$ cat config.mk
export PLATFORM = sky130hd
export DESIGN_NAME = mdu
export DESIGN_NICKNAME = d
export VERILOG_FILES = /design/src/rtl/mdu_pkg.sv /design/src/rtl/mdu.sv
export SDC_FILE = /design/constraint.sdc
export NUM_CORES = 1
export LEC_CHECK = 0
export ABC_AREA = 1
export CORE_MARGIN = 2
export CORE_UTILIZATION = 55
export DETAILED_ROUTE_END_ITERATION = 16
export HOLD_SLACK_MARGIN = 0.12
export PLACE_DENSITY = 0.85
export SLEW_MARGIN = 20
export SYNTH_ARGS = -nofsm -noshare
export SYNTH_HDL_FRONTEND = slang
export SYNTH_SLANG_ARGS = --single-unit
$ cat constraint.sdc
create_clock -name clk -period 4.72 [get_ports clk]
set_input_delay 0.708 -clock clk [delete_from_list [all_inputs] [get_ports clk]]
set_output_delay 0.708 -clock clk [all_outputs]
set_load 0.01 [all_outputs]
$ cat src/rtl/mdu_pkg.sv
// Shared constants and state type for the sequential multiply/divide unit.
package mdu_pkg;

  localparam logic [2:0] MDU_MUL  = 3'b000;
  localparam logic [2:0] MDU_MULS = 3'b001;
  localparam logic [2:0] MDU_DIV  = 3'b010;
  localparam logic [2:0] MDU_DIVS = 3'b011;

  localparam int MDU_ITER = 16;

  typedef enum logic [1:0] {
    ST_IDLE = 2'd0,
    ST_CALC = 2'd1,
    ST_FIX  = 2'd2,
    ST_DONE = 2'd3
  } mdu_state_t;

endpackage

$ cat src/rtl/mdu.sv
// Sequential 16-bit multiply/divide unit: shift-add multiply and restoring divide,
// one bit per cycle, with sign fix-up and flag generation in a final cycle.
module mdu
  import mdu_pkg::*;
#(
  parameter int WIDTH = 16
) (
  input  logic             clk,
  input  logic             rst_n,
  input  logic             in_valid,
  output logic             in_ready,
  input  logic [2:0]       opcode,
  input  logic [WIDTH-1:0] arg1,
  input  logic [WIDTH-1:0] arg2,
  output logic             out_valid,
  input  logic             out_ready,
  output logic [WIDTH-1:0] result,
  output logic [WIDTH-1:0] result_hi,
  output logic             carry,
  output logic             overflow,
  output logic             div_zero
);

  localparam int CNT_W = $clog2(MDU_ITER);
  localparam logic [CNT_W-1:0] CNT_LAST = CNT_W'(MDU_ITER - 1);

  function automatic logic [WIDTH-1:0] cond_neg(input logic [WIDTH-1:0] v, input logic n);
    return n ? (~v + 1'b1) : v;
  endfunction

  mdu_state_t           r_state;
  logic [CNT_W-1:0]     r_cnt;
  logic                 r_is_div;
  logic                 r_signed;
  logic                 r_sgn1;
  logic                 r_sgn2;
  logic                 r_divs_ovf;
  logic [WIDTH-1:0]     r_mag1;
  logic [WIDTH-1:0]     r_mag2;
  logic [2*WIDTH-1:0]   r_acc;
  logic [WIDTH-1:0]     r_rem;
  logic [WIDTH-1:0]     r_result;
  logic [WIDTH-1:0]     r_result_hi;
  logic                 r_carry;
  logic                 r_overflow;
  logic                 r_div_zero;

  logic                 w_is_div;
  logic                 w_signed;
  logic                 w_sgn1;
  logic                 w_sgn2;
  logic [2*WIDTH-1:0]   w_addend;
  logic [WIDTH:0]       w_shift;
  logic [WIDTH:0]       w_trial;
  logic                 w_sub_ok;
  logic                 w_neg_p;
  logic [WIDTH-1:0]     w_prod_lo;
  logic [WIDTH-1:0]     w_prod_hi;
  logic [WIDTH-1:0]     w_quo;
  logic [WIDTH-1:0]     w_rem;

  // Opcode bit 2 is a don't-care, so decode only on the low two bits.
  always_comb begin
    w_is_div = 1'b0;
    w_signed = 1'b0;
    casez (opcode)
      3'b?00:  begin w_is_div = 1'b0; w_signed = 1'b0; end
      3'b?01:  begin w_is_div = 1'b0; w_signed = 1'b1; end
      3'b?10:  begin w_is_div = 1'b1; w_signed = 1'b0; end
      default: begin w_is_div = 1'b1; w_signed = 1'b1; end
    endcase
  end

  assign w_sgn1 = w_signed & arg1[WIDTH-1];
  assign w_sgn2 = w_signed & arg2[WIDTH-1];

  assign w_addend = {{WIDTH{1'b0}}, r_mag1} << r_cnt;
  assign w_shift  = {r_rem, r_mag1[WIDTH-1]};
  assign w_trial  = w_shift - {1'b0, r_mag2};
  assign w_sub_ok = ~w_trial[WIDTH];

  // Two-word negate: high word borrows unless the low word is zero.
  assign w_neg_p   = r_signed & (r_sgn1 ^ r_sgn2);
  assign w_prod_lo = cond_neg(r_acc[WIDTH-1:0], w_neg_p);
  assign w_prod_hi = cond_neg(r_acc[2*WIDTH-1:WIDTH], w_neg_p)
                   - {{(WIDTH-1){1'b0}}, w_neg_p & (r_acc[WIDTH-1:0] != '0)};
  assign w_quo     = cond_neg(r_mag1, w_neg_p);
  assign w_rem     = cond_neg(r_rem, r_signed & r_sgn1);

  always_ff @(posedge clk or negedge rst_n) begin
    if (!rst_n) begin
      r_state     <= ST_IDLE;
      r_cnt       <= '0;
      r_is_div    <= 1'b0;
      r_signed    <= 1'b0;
      r_sgn1      <= 1'b0;
      r_sgn2      <= 1'b0;
      r_divs_ovf  <= 1'b0;
      r_mag1      <= '0;
      r_mag2      <= '0;
      r_acc       <= '0;
      r_rem       <= '0;
      r_result    <= '0;
      r_result_hi <= '0;
      r_carry     <= 1'b0;
      r_overflow  <= 1'b0;
      r_div_zero  <= 1'b0;
    end else begin
      case (r_state)
        ST_IDLE: begin
          if (in_valid) begin
            r_result    <= '0;
            r_result_hi <= '0;
            r_carry     <= 1'b0;
            r_overflow  <= 1'b0;
            r_div_zero  <= 1'b0;
            r_cnt       <= '0;
            r_is_div    <= w_is_div;
            r_signed    <= w_signed;
            r_sgn1      <= w_sgn1;
            r_sgn2      <= w_sgn2;
            r_mag1      <= cond_neg(arg1, w_sgn1);
            r_mag2      <= cond_neg(arg2, w_sgn2);
            r_acc       <= '0;
            r_rem       <= '0;
            r_divs_ovf  <= w_is_div & w_signed & (arg1 == {1'b1, {(WIDTH-1){1'b0}}})
                           & (arg2 == {WIDTH{1'b1}});
            if (w_is_div && (arg2 == '0)) begin
              r_result    <= '1;
              r_result_hi <= arg1;
              r_div_zero  <= 1'b1;
              r_state     <= ST_DONE;
            end else begin
              r_state     <= ST_CALC;
            end
          end
        end
        ST_CALC: begin
          if (r_is_div) begin
            r_rem  <= w_sub_ok ? w_trial[WIDTH-1:0] : w_shift[WIDTH-1:0];
            r_mag1 <= {r_mag1[WIDTH-2:0], w_sub_ok};
          end else begin
            if (r_mag2[0]) begin
              r_acc <= r_acc + w_addend;
            end
            r_mag2 <= r_mag2 >> 1;
          end
          r_cnt <= r_cnt + 1'b1;
          if (r_cnt == CNT_LAST) begin
            r_state <= ST_FIX;
          end
        end
        ST_FIX: begin
          if (r_is_div) begin
            r_result    <= w_quo;
            r_result_hi <= w_rem;
            r_overflow  <= r_divs_ovf;
          end else begin
            r_result    <= w_prod_lo;
            r_result_hi <= w_prod_hi;
            r_carry     <= ~r_signed & (w_prod_hi != '0);
            r_overflow  <= r_signed & (w_prod_hi != {WIDTH{w_prod_lo[WIDTH-1]}});
          end
          r_state <= ST_DONE;
        end
        ST_DONE: begin
          if (out_ready) begin
            r_state <= ST_IDLE;
          end
        end
        default: r_state <= ST_IDLE;
      endcase
    end
  end

  assign in_ready  = (r_state == ST_IDLE);
  assign out_valid = (r_state == ST_DONE);
  assign result    = r_result;
  assign result_hi = r_result_hi;
  assign carry     = r_carry;
  assign overflow  = r_overflow;
  assign div_zero  = r_div_zero;

endmodule

* Yosys cells after proc, flatten, opt, wreduce, memory -nomap -nowiden
Index checks and enable logic that the tools add are counted.
** Storage, ports and cells
- Output and inout port bits :: 37
- Bits in writable memories :: 0
- Latch bits :: 0
- Input bits :: 39
- Word-level logic and storage cells :: 123
- Register bits after elaboration :: 126
- Memories :: 0
- Bits in read-only memories :: 0
** Operators by class
- Shifts and indexed selects :: 1
- Divide/modulo/power cells :: 0
- Mux-type cells :: 43
- Magnitude comparators :: 0
- $add $sub $neg :: 10
- Bitwise gates (word level) :: 19
- Multiply operators :: 0
- Eq/ne operators :: 16
- Reduce and logical (&&, ||, !) cells :: 18
** Operators with widths (count)
- 2-to-1 mux 16 bit :: 19
- case mux 16 bit (2 select lines) :: 5
- adder 16 x 1 -> 16 bit, second input constant :: 6
- 2-to-1 mux 32 bit :: 3
- NOT 16 bit :: 6
- case mux 32 bit (2 select lines) :: 1
- adder 32 bit :: 1
- == test 16 bit, second input constant :: 2
- nonzero test 16 bit :: 2
- << shifter 16 x 4 -> 32 bit :: 1
- subtractor 17 x 16 -> 17 bit :: 1
- logical NOT 16 bit :: 1
- inequality test 16 bit :: 1
- subtractor 16 x 1 -> 16 bit :: 1
- inequality test 2 bit, second input constant :: 6
- AND reduction 3 bit :: 4
- AND 1 bit :: 10
- 2-to-1 mux 2 bit :: 4
- case mux 2 bit (4 select lines) :: 1
- case mux 4 bit (2 select lines) :: 1
- == test 2 bit, second input constant :: 3
- 2-to-1 mux 1 bit :: 6
- AND reduction 2 bit :: 3
- adder 4 x 1 -> 4 bit, second input constant :: 1
- 12 further kinds :: 18

* Longest topological paths before layout
Gate-level depths: netlist of the first run.
- Depth in word-level cells :: 8
- Mapped depth :: 28
- Depth with buffers taken out :: 28

* Least setup slack after synthesis of the first run
OpenSTA, ideal clock, no wires.
- Path type :: register to register
- Start :: register r_acc[1]
- End :: register r_overflow (netlist: overflow)
- Arrival :: 3.159 ns
- Path slack :: 1.444 ns
- Cell stages (with the launch flop) :: 27
- Clock period less this slack :: 3.276 ns
- Data required time :: 4.604 ns
- Path buffers :: 0
- Path through :: dfrtp_1 > inv_1 > ha_1 > inv_1 > nor4_1 > a21oi_1 > inv_1 > o21ai_0 > inv_1 > o21ai_0 > ha_1 > ha_1 > or2_2 > nor2_1 > nand2_1 > nor2_1 > nand2_1 > nor2_1 > nand2_1 > nor2_1 > nand3_1 > nand2_1 > nand2_1 > nand2_1 > nand2_1 > nand2_1 > nand2_1
** On the way
- Cells in the longest elaborated chain, start to end :: 7
- Elaborated cells between the ends (all ways) :: 10
** RTL lines
- start: declaration :: line mdu.sv:40 : logic [2*WIDTH-1:0] r_acc;
- start signal: assignment :: line mdu.sv:144 : r_acc <= r_acc + w_addend;
- nonzero test 16 bit or NOT 16 bit (tied branches) :: line mdu.sv:86, mdu.sv:28
- AND 1 bit or adder 16 x 1 -> 16 bit (tied branches) :: line mdu.sv:86, mdu.sv:28
- subtractor 16 x 1 -> 16 bit or 2-to-1 mux 16 bit (tied branches) :: line mdu.sv:86, mdu.sv:28
- inequality test 16 bit * :: line mdu.sv:162 : r_overflow <= r_signed & (w_prod_hi != {WIDTH{w_prod_lo[WIDTH-1]}});
- AND 1 bit * :: line mdu.sv:162
- 2-to-1 mux 1 bit * :: line mdu.sv:154 : if (r_is_div) begin
- case mux 1 bit (2 select lines) * :: line mdu.sv:109 : case (r_state)
- end signal: assignment :: line mdu.sv:157 : r_overflow <= r_divs_ovf;
- end signal: assignment :: line mdu.sv:162
- end: declaration :: line mdu.sv:45 : logic r_overflow;
Every way passes the cells marked *; elsewhere a longest branch is shown, timed or not.
A chain may end at the register's enable or synchronous reset.

* Worst setup path after layout of the first run
- Start :: register r_cnt[1]
- End :: register r_acc[25]
** On the way
- Cells in the longest elaborated chain, start to end :: 5
** RTL lines
- start: declaration :: line mdu.sv:32 : logic [CNT_W-1:0] r_cnt;
- start signal: assignment :: line mdu.sv:148 : r_cnt <= r_cnt + 1'b1;
- << shifter 16 x 4 -> 32 bit :: line mdu.sv:77 : assign w_addend = {{WIDTH{1'b0}}, r_mag1} << r_cnt;
- adder 32 bit :: line mdu.sv:144
- 2-to-1 mux 32 bit :: line mdu.sv:143 : if (r_mag2[0]) begin
- 2-to-1 mux 32 bit :: line mdu.sv:139 : if (r_is_div) begin
- case mux 32 bit (2 select lines) :: line mdu.sv:109
No other way between the ends. The select of a mux whose other input is x is not followed.

==> run summary, run 1 <==
The max-capacitance violation count came out at 0. The share of the clock period used by the worst path after layout came out at 89.37%. The half-perimeter wire length after detailed placement is 27.29 mm. The least setup slack across all paths after layout came out at 0.5019 ns. The post-synthesis net count came out at roughly 1,900. The total power of the final layout is 0.01006 W. The die covers 0.02193 mm².

The slack of the worst reg-to-reg path is 0.50 ns. The routing usage on met2 came out at a little over half. The proportion of layout cells with a drive suffix above 1 is 5.534%. TritonCTS built the clock tree. The overall via count from detail_route came out at 12,579.

The first-pass GRT wire length is 57.38 mm. The number of CTS-inserted buffers is 17. The worst pin sits at a relative slew slack of 39.80%. The aggregate negative setup slack came out at 0 ns. The count of warnings emitted by yosys came out at 0.

Summed over all layers, the global routing overflow is 0. The total count of hold-check failures in the final report came out at 0. The starting density of the core is 56.26%. The beginning of the critical path is r_cnt[1]. The proportion of register bits with asynchronous set or reset after synthesis came out at 100.0%.

The number of filler cells placed in the layout is roughly 1,800. The number of global-route vias before repair came out at 11,674. The portion of synthesized cell area occupied by the leading cell type came out at 27.61%. In the post-synthesis netlist, the cell with the most instances is nand2_1. The post-route minimum period is 4.218 ns.

The most used flip-flop cell after synthesis is dfrtp_1. The flow ran to the end, and the final reports show no timing, DRC or antenna violations. The initial antenna violation count is 0. The number of standard-cell rows in the floorplan is 52. The average detailed-routed wire length per instance is ~17 µm. The leakage power figure is roughly 6.2 nW.

The most critical setup path has its endpoint at r_acc[25]. Along the worst path, the maximum fanout reaches 19. The total power per unit cell area is 773.7 mW/mm².

The clock drives approximately 130 sinks. By startpoint and endpoint, the worst setup path is classified as register to register. The root buffer cell chosen for the clock tree is clkbuf_16. In this run the post-CTS setup repair buffer count came out at 0. The sequential area share after synthesis is 27.61%. For met3 alone, demand over resource in global routing was under 10%. The final setup violation count came out at 0.

The clock passes through at most 2 buffers. The die span in x is 148.1 µm. The gate count after technology mapping is around 1,800.

In the synthesized netlist, the cells that appear most often are nand2_1, o21ai_0, nor2_1. The most utilized layer in the global route result is met2. The biggest area contributor in the post-synthesis netlist is dfrtp_1. The number of design rule violations left after detail routing is 0. For the worst setup path, the data required time is approximately 5 ns. The clock slew seen by the registers of the worst setup and hold paths is 0.06 ns.

The final antenna diode count is 0. The die height is 148.1 µm. Setup repair after global routing left no endpoint under its margin. The clock tree synthesis step divided the H-tree into 4 levels. Prior to clock tree synthesis, the placed netlist has a worst setup slack of roughly 0.47 ns. The synthesis-to-finish area growth came out at 13.83%. Clock latency on the worst-skew pair, taken at its later pin, is 0.43 ns. The maximum VDD drop came out at around 0.42 mV. The endpoint identified for the worst register-to-register timing path is r_acc[25].

The detailed router finished its first iteration with 1,441 violations. Dividing the detail-routed via count by the number of cells gives 6.004. For the worst flop-to-flop path, the logic depth is 17. The number of buffer cells added on primary ports came out at 74.

Global routing used 39.93% of the available met1 tracks. The final weighted congestion of routability-driven global placement is 0.9714. The number of pins with negative max-slew slack in the final report is 0. The maximum number of pins on one net before global-route repair is 67. Summed over all layers, the routed wires come to 35.99 mm. The synthesized netlist contains 55 unique library cells.

Sorting the synthesized cells by area gives the leading types as dfrtp_1, nand2_1, o21ai_0, ha_1, nor2_1. At the worst endpoint, the arrival time is 4.51 ns. The worst hold-check path type is register to register. The final clock skew came out at 0.007889 ns. The number of nets in the layout is 1,915. STA classifies the critical path endpoint as a register. Based on the critical path, the design can be clocked at up to about 0.24 GHz. The flip-flop and latch count after synthesis came out at 126. The mapped cell area is around 0.011 mm². The startpoint identified for the worst register-to-register timing path is r_cnt[1]. For the pin with the worst max-slew slack, the measured transition is about 0.90 ns. The total routing usage reported by global routing came out at 32.43%. The synthesized area per cell came out at 6.489 µm². The critical path launch point type is a register. The number of flops mapped to enable cells by yosys came out at 0. The residual antenna-violating net count after detailed routing came out at 0.

76 I/O pins were placed. The first-pass detailed-route iteration total came out at 6. The core area is 0.02030 mm².
## layer usage
| layer | wire length, µm | up-vias |
|---|---|---|
| met5 | 0 | - |
| met4 | 2054 | 0 |
| met3 | 2830 | 162 |
| met2 | 16810 | 667 |
| met1 | 14290 | 5733 |
| li1 | - | 6017 |
## worst max-delay path, stage by stage, from the launching register on
cell and delay, ns:
dfrtp_1 0.66, clkinv_1 0.50, o21ai_0 0.45, nand2_1 0.09
o21ai_0 0.16, nand2_1 0.09, o21ai_0 0.15, ha_1 0.37
a21o_1 0.21, a31oi_1 0.13, a21boi_0 0.23, inv_1 0.11
nand2_1 0.06, nand2_1 0.10, a21boi_0 0.25, o21ai_0 0.18
o21ai_0 0.24, o21ai_0 0.13
## cells in the final DEF (no fill, tap or decap), types with 4 or more instances in the layout
| cell | count |
|---|---|
| o31ai_1 | 4 |
| inv_1 | 194 |
| o21ai_0 | 215 |
| a31oi_1 | 20 |
| a21boi_0 | 8 |
| clkinv_1 | 4 |
| clkdlybuf4s50_1 | 73 |
| dfrtp_1 | 126 |
| buf_4 | 17 |
| ha_1 | 61 |
| o221ai_1 | 14 |
| nor3_1 | 23 |
| o211ai_1 | 19 |
| nor2_4 | 8 |
| nor4_1 | 8 |
| nand3_1 | 70 |
| o22ai_1 | 30 |
| a32o_1 | 4 |
| a21o_1 | 7 |
| clkbuf_16 | 17 |
| nor2_2 | 6 |
| nand4_1 | 14 |
| nor2_1 | 199 |
| nand2_2 | 11 |
| inv_2 | 8 |
| a21oi_1 | 135 |
| xnor2_1 | 11 |
| nand2_4 | 6 |
| o21ai_1 | 7 |
| bufinv_16 | 4 |
| or2_2 | 6 |
| xor2_1 | 23 |
| o21a_1 | 6 |
| mux2i_1 | 5 |
| nand2_1 | 418 |
## sequential cells by signal, summed over array words and instances, names as in the netlist, 2 cells and up
name and flops:
r_acc 32, r_mag1 16, r_mag2 16, r_rem 16, result 16, result_hi 16
r_cnt 4, r_state 2
## where the power goes
part | switching (W) | internal [W]
Combinational | 0.00441 | 0.00227
Clock | 0.000535 | 0.000885
Sequential | 0.000449 | 0.00151
Total | 0.00539 | 0.00467
## metrics by stage
stage | hold slack, ns | cell area (µm²) | utilization [%] | std cells
finish | 0.5147 | 13000 | 64.04 | 2095
global route | 0.5293 | 13000 | 64.04 | 2095
CTS | 0.5195 | 13000 | 64.03 | 2095
detailed placement | 0.4986 | 12370 | 60.94 | 2063
global placement | 0.4751 | 12370 | 60.94 | 2063
floorplan | 0.4124 | 11420 | - | 1760
## logic make-up (layout without fill, tap and decap cells)
group / Yosys count / count (layout) / synth area share (%)
xor gates and xnor gates: 35 / 35 / 2.750
DFF: 126 / 126 / 27.61
AOI/OAI and AO/OA: 487 / 487 / 24.09
and+or+nand+nor: 780 / 780 / 29.05
adders and majority gates: 63 / 63 / 7.033
buffers and inverters: 264 / 329 / 9.027
muxes: 5 / 5 / 0.4382
## worst min path at each step
stage | start | end | slack [ns] | depth (start not counted)
floorplan | rst_n | carry | 0.41 | 0
global placement | r_divs_ovf | r_divs_ovf | 0.48 | 1
global route | result_hi[13] | result_hi[13] | 0.53 | 1
detailed placement | rst_n | r_acc[11] | 0.50 | 1
CTS | r_divs_ovf | r_divs_ovf | 0.52 | 1
finish | result_hi[13] | result_hi[13] | 0.51 | 1
## area by class of cell
cell class	count	area (µm²)	share of cell area, %
Timing Repair Buffer	92	879.6	6.766
Inverter	206	773.2	5.948
Tap cell	270	337.8	2.599
Sequential cell	126	3153	24.25
Clock inverter	13	187.7	1.444
Clock buffer	18	429.2	3.301
Multi-Input combinational cell	1370	7239	55.69
## what timing repair did
item,CTS,global route
setup endpoints to repair,0,2
hold buffers,1,0
endpoints found under the hold margin,4,0
resized for setup,0,1
Power figures use the tool's default switching activity.
==> run 2, diff against run 1 <==
--- a/config.mk
+++ b/config.mk
@@ -7,10 +7,12 @@
 export LEC_CHECK = 0
 export ABC_AREA = 1
 export CORE_MARGIN = 2
-export CORE_UTILIZATION = 55
+export CORE_UTILIZATION = 50
+export CTS_BUF_LIST = sky130_fd_sc_hd__clkbuf_4 sky130_fd_sc_hd__clkbuf_8 sky130_fd_sc_hd__clkbuf_16
 export DETAILED_ROUTE_END_ITERATION = 16
 export HOLD_SLACK_MARGIN = 0.12
-export PLACE_DENSITY = 0.85
+export PLACE_DENSITY = 0.79
+export SETUP_SLACK_MARGIN = 0.4
 export SLEW_MARGIN = 20
 export SYNTH_ARGS = -nofsm -noshare
 export SYNTH_HDL_FRONTEND = slang
==> run 2 against run 1 <==
  * Total power is 1.7% lower
  * Clock power down 6%
  * Largest power group unchanged
  * Setup slack better by 0.15 ns
  * Combinational power down 1%
  * Global-route usage is 2.1 points lower
  * Sequential power about the same
  * Flip-flop and latch count unchanged
  * Clock-buffer cell count unchanged
==> run summary, run 2 (synthesized netlist as in run 1, its figures left out) <==
The min-delay analysis places its worst path in the category input port to async pin. The average detailed-routed wire length per instance came out at 17.15 µm. Setup repair after global routing left no endpoint under its margin. The maximum number of pins on one net before global-route repair is 76. The share of the clock period used by the worst path after layout came out at 86.16%.

The data required time of the worst path came out at 5.00 ns. The count of hold-fix buffers inserted at cts is 0. Summed over all layers, the routed wires come to around 36 mm. Once layout is complete, the utilization of the core stands at 57.76%. The internal power component is 0.004545 W. The core area is 0.02250 mm². The number of filler cells placed in the layout came out at 2,144.

Across the run, the number of max-cap violations was 0. The most common library cell in the layout ignoring fill and taps is nand2_1. The starting density of the core came out at about 50%. The die height is 155.1 µm. Routability-driven placement finished with a final weighted congestion of 0.9393.

The most frequent cell on the critical path is nand2_1. The first-pass GRT wire length came out at 58.50 mm. The share of power burned in combinational logic is ~67%. Clock-pin slew was measured on the worst setup and hold paths at ~0.07 ns. The total global routing overflow is 0. Of the total power, the clock network draws 13.6%. The total power per unit cell area is 761.1 mW/mm².

The worst slew slack as a fraction of its limit is 32.81%. The actual transition at the worst max-transition pin came out at about 1 ns. The worst hold slack came out at 0.3241 ns. The total count of hold-check failures in the final report came out at 0. Ranked by flip-flop count, first place goes to r_acc. The fraction of power consumed by sequential logic is around a fifth.

The critical path data arrival time came out at 4.35 ns. The first detailed-routing pass ran for 6 iterations. The number of global-route vias before repair came out at roughly 11,000.

The final setup violation count is 0. The detailed-route vias per instance is 5.907. The post-layout instance area is 0.01300 mm². The slack of the worst reg-to-reg path is 0.65 ns.

The residual antenna-violating net count after detailed routing is 0. The number of design-rule violations left by the first detailed-router iteration came out at 1,210. TritonCTS built the clock tree.

The number of CTS-inserted buffers is 17. Derived from the worst setup path, the maximum achievable clock frequency is about 0.25 GHz. The final antenna diode count is 0.

The post-route minimum period came out at 4.067 ns. The critical path launch point type is a register. The total routing usage reported by global routing is 30.33%. The routed layout has about 12,000 vias.

The maximum VDD drop came out at 0.3389 mV. The master of the slowest instance on the critical path is dfrtp_2. In this run the worst path has a maximum fanout of 34. The total placed cells including tap cells is 2,079. The proportion of layout cells with a drive suffix above 1 came out at under 10%. The number of design rule violations left after detail routing came out at 0. The number of buffers between clock root and the deepest sink came out at 2. The leakage power figure came out at a little over 6 nW. The switching power of the nets came out at 0.005348 W. The synthesis-to-finish area growth is 13.80%. The register with the most flip-flops in the layout has 32 of them. The post-placement cell area is around 0.012 mm². The initial antenna violation count came out at 1.

The critical path is of the register to register type. The final clock skew came out at around 0.012 ns. The number of cells in the finished layout apart from fillers is 2,111. The depth of the CTS H-tree came out at 4. The die covers 0.02407 mm². In the layout the commonest cells are nand2_1, o21ai_0, nor2_1. The flow ran to the end, and the final reports show no timing, DRC or antenna violations. The number of standard-cell rows in the floorplan came out at 55. The number of pins with negative max-slew slack in the final report is 0. The number of sinks driven by the clock tree is 126.

Pin placement for this block handled 76 I/O pins. Summed over all nets, the half-perimeter wirelength after detailed placement is 28.08 mm. Net switching is 54.06% of the power. The worst setup path is captured at a register. The aggregate negative setup slack came out at 0 ns. The critical path goes through o21ai_0 -> nand2_1 -> o21ai_0 -> nand2_1 -> o21ai_0 -> o22ai_1 -> ha_1 -> nand2_1 -> nor4_1 -> nand3_1 -> o21ai_0 -> nand2_1 -> o311ai_0 -> nand3_1 -> nand2_1 -> nor2_1. The later pin in the worst-skew pair is clocked with a latency of approximately 0.43 ns. The number of nets in the layout came out at ~1,900. The biggest cell delay along the critical path is 0.59 ns.

The buffer cell driving the clock tree root is clkbuf_16. The number of buffer cells added on primary ports came out at 74. The floorplan step set the die width to between 150 and 200 µm.
==> run 2: area by class of cell <==
class	count	area [µm²]	area share, %
repair buffers	92	885.9	6.816
well taps	285	356.6	2.744
inverters	206	773.2	5.949
clock inverters	14	145.1	1.117
clock buffers	18	439.2	3.379
flip-flops and latches	126	3154	24.27
multi-input cells	1370	7243	55.73
==> run 2: timing repair <==
action | 4_1_cts | 5_1_grt
setup buffers | 0 | 0
gates resized for setup | 0 | 2
hold endpoints to repair | 0 | 0
endpoints found under the setup margin | 0 | 12
==> run 2: worst paths after layout <==
check | from | end | cells past startpoint
worst max-delay path | r_cnt[0] | r_acc[31] | 16
worst min-delay path | rst_n | result[12] | 1
worst max register to register | r_cnt[0] | r_acc[31] | 16
worst min register to register | result_hi[13] | result_hi[13] | 1
max in group asynchronous | rst_n | r_cnt[0] | 2
min in group clk | result_hi[13] | result_hi[13] | 1
==> run 2: worst max-delay path: cells and delay by family, from the launching register on <==
kind | cells | cell delay, ns
AO/OA/AOI/OAI | 6 | 1.72
AND/OR/NAND/NOR | 9 | 1.16
flip-flops | 1 | 0.59
adder cells (fa/ha/maj) | 1 | 0.44
==> run 2: stage by stage <==
step	total power, W	setup WS, ns
floorplan	0.006609	1.444
global placement	0.008268	0.6735
detailed placement	0.008405	0.5311
CTS	0.009788	0.5322
global route	0.01083	0.4054
finish	0.009893	0.6530
==> run 2: metal layers <==
layer  wire (µm)  GRT usage, %  vias to the layer above
met2       16720         49.82                      536
met3        2730         5.265                       94
met1       15370         39.79                     5813
met5          13             0                        -
li1            -             -                     6024
met4        1370         12.21                        2
==> run 2: power groups by stage <==
stage               sequential (W)  combinational (W)  clock [W]
finish                     0.00196            0.00660    0.00134
global placement           0.00195            0.00632          0
CTS                        0.00194            0.00650    0.00135
detailed placement         0.00196            0.00645          0
global route               0.00201            0.00743    0.00139
floorplan                  0.00186            0.00475          0
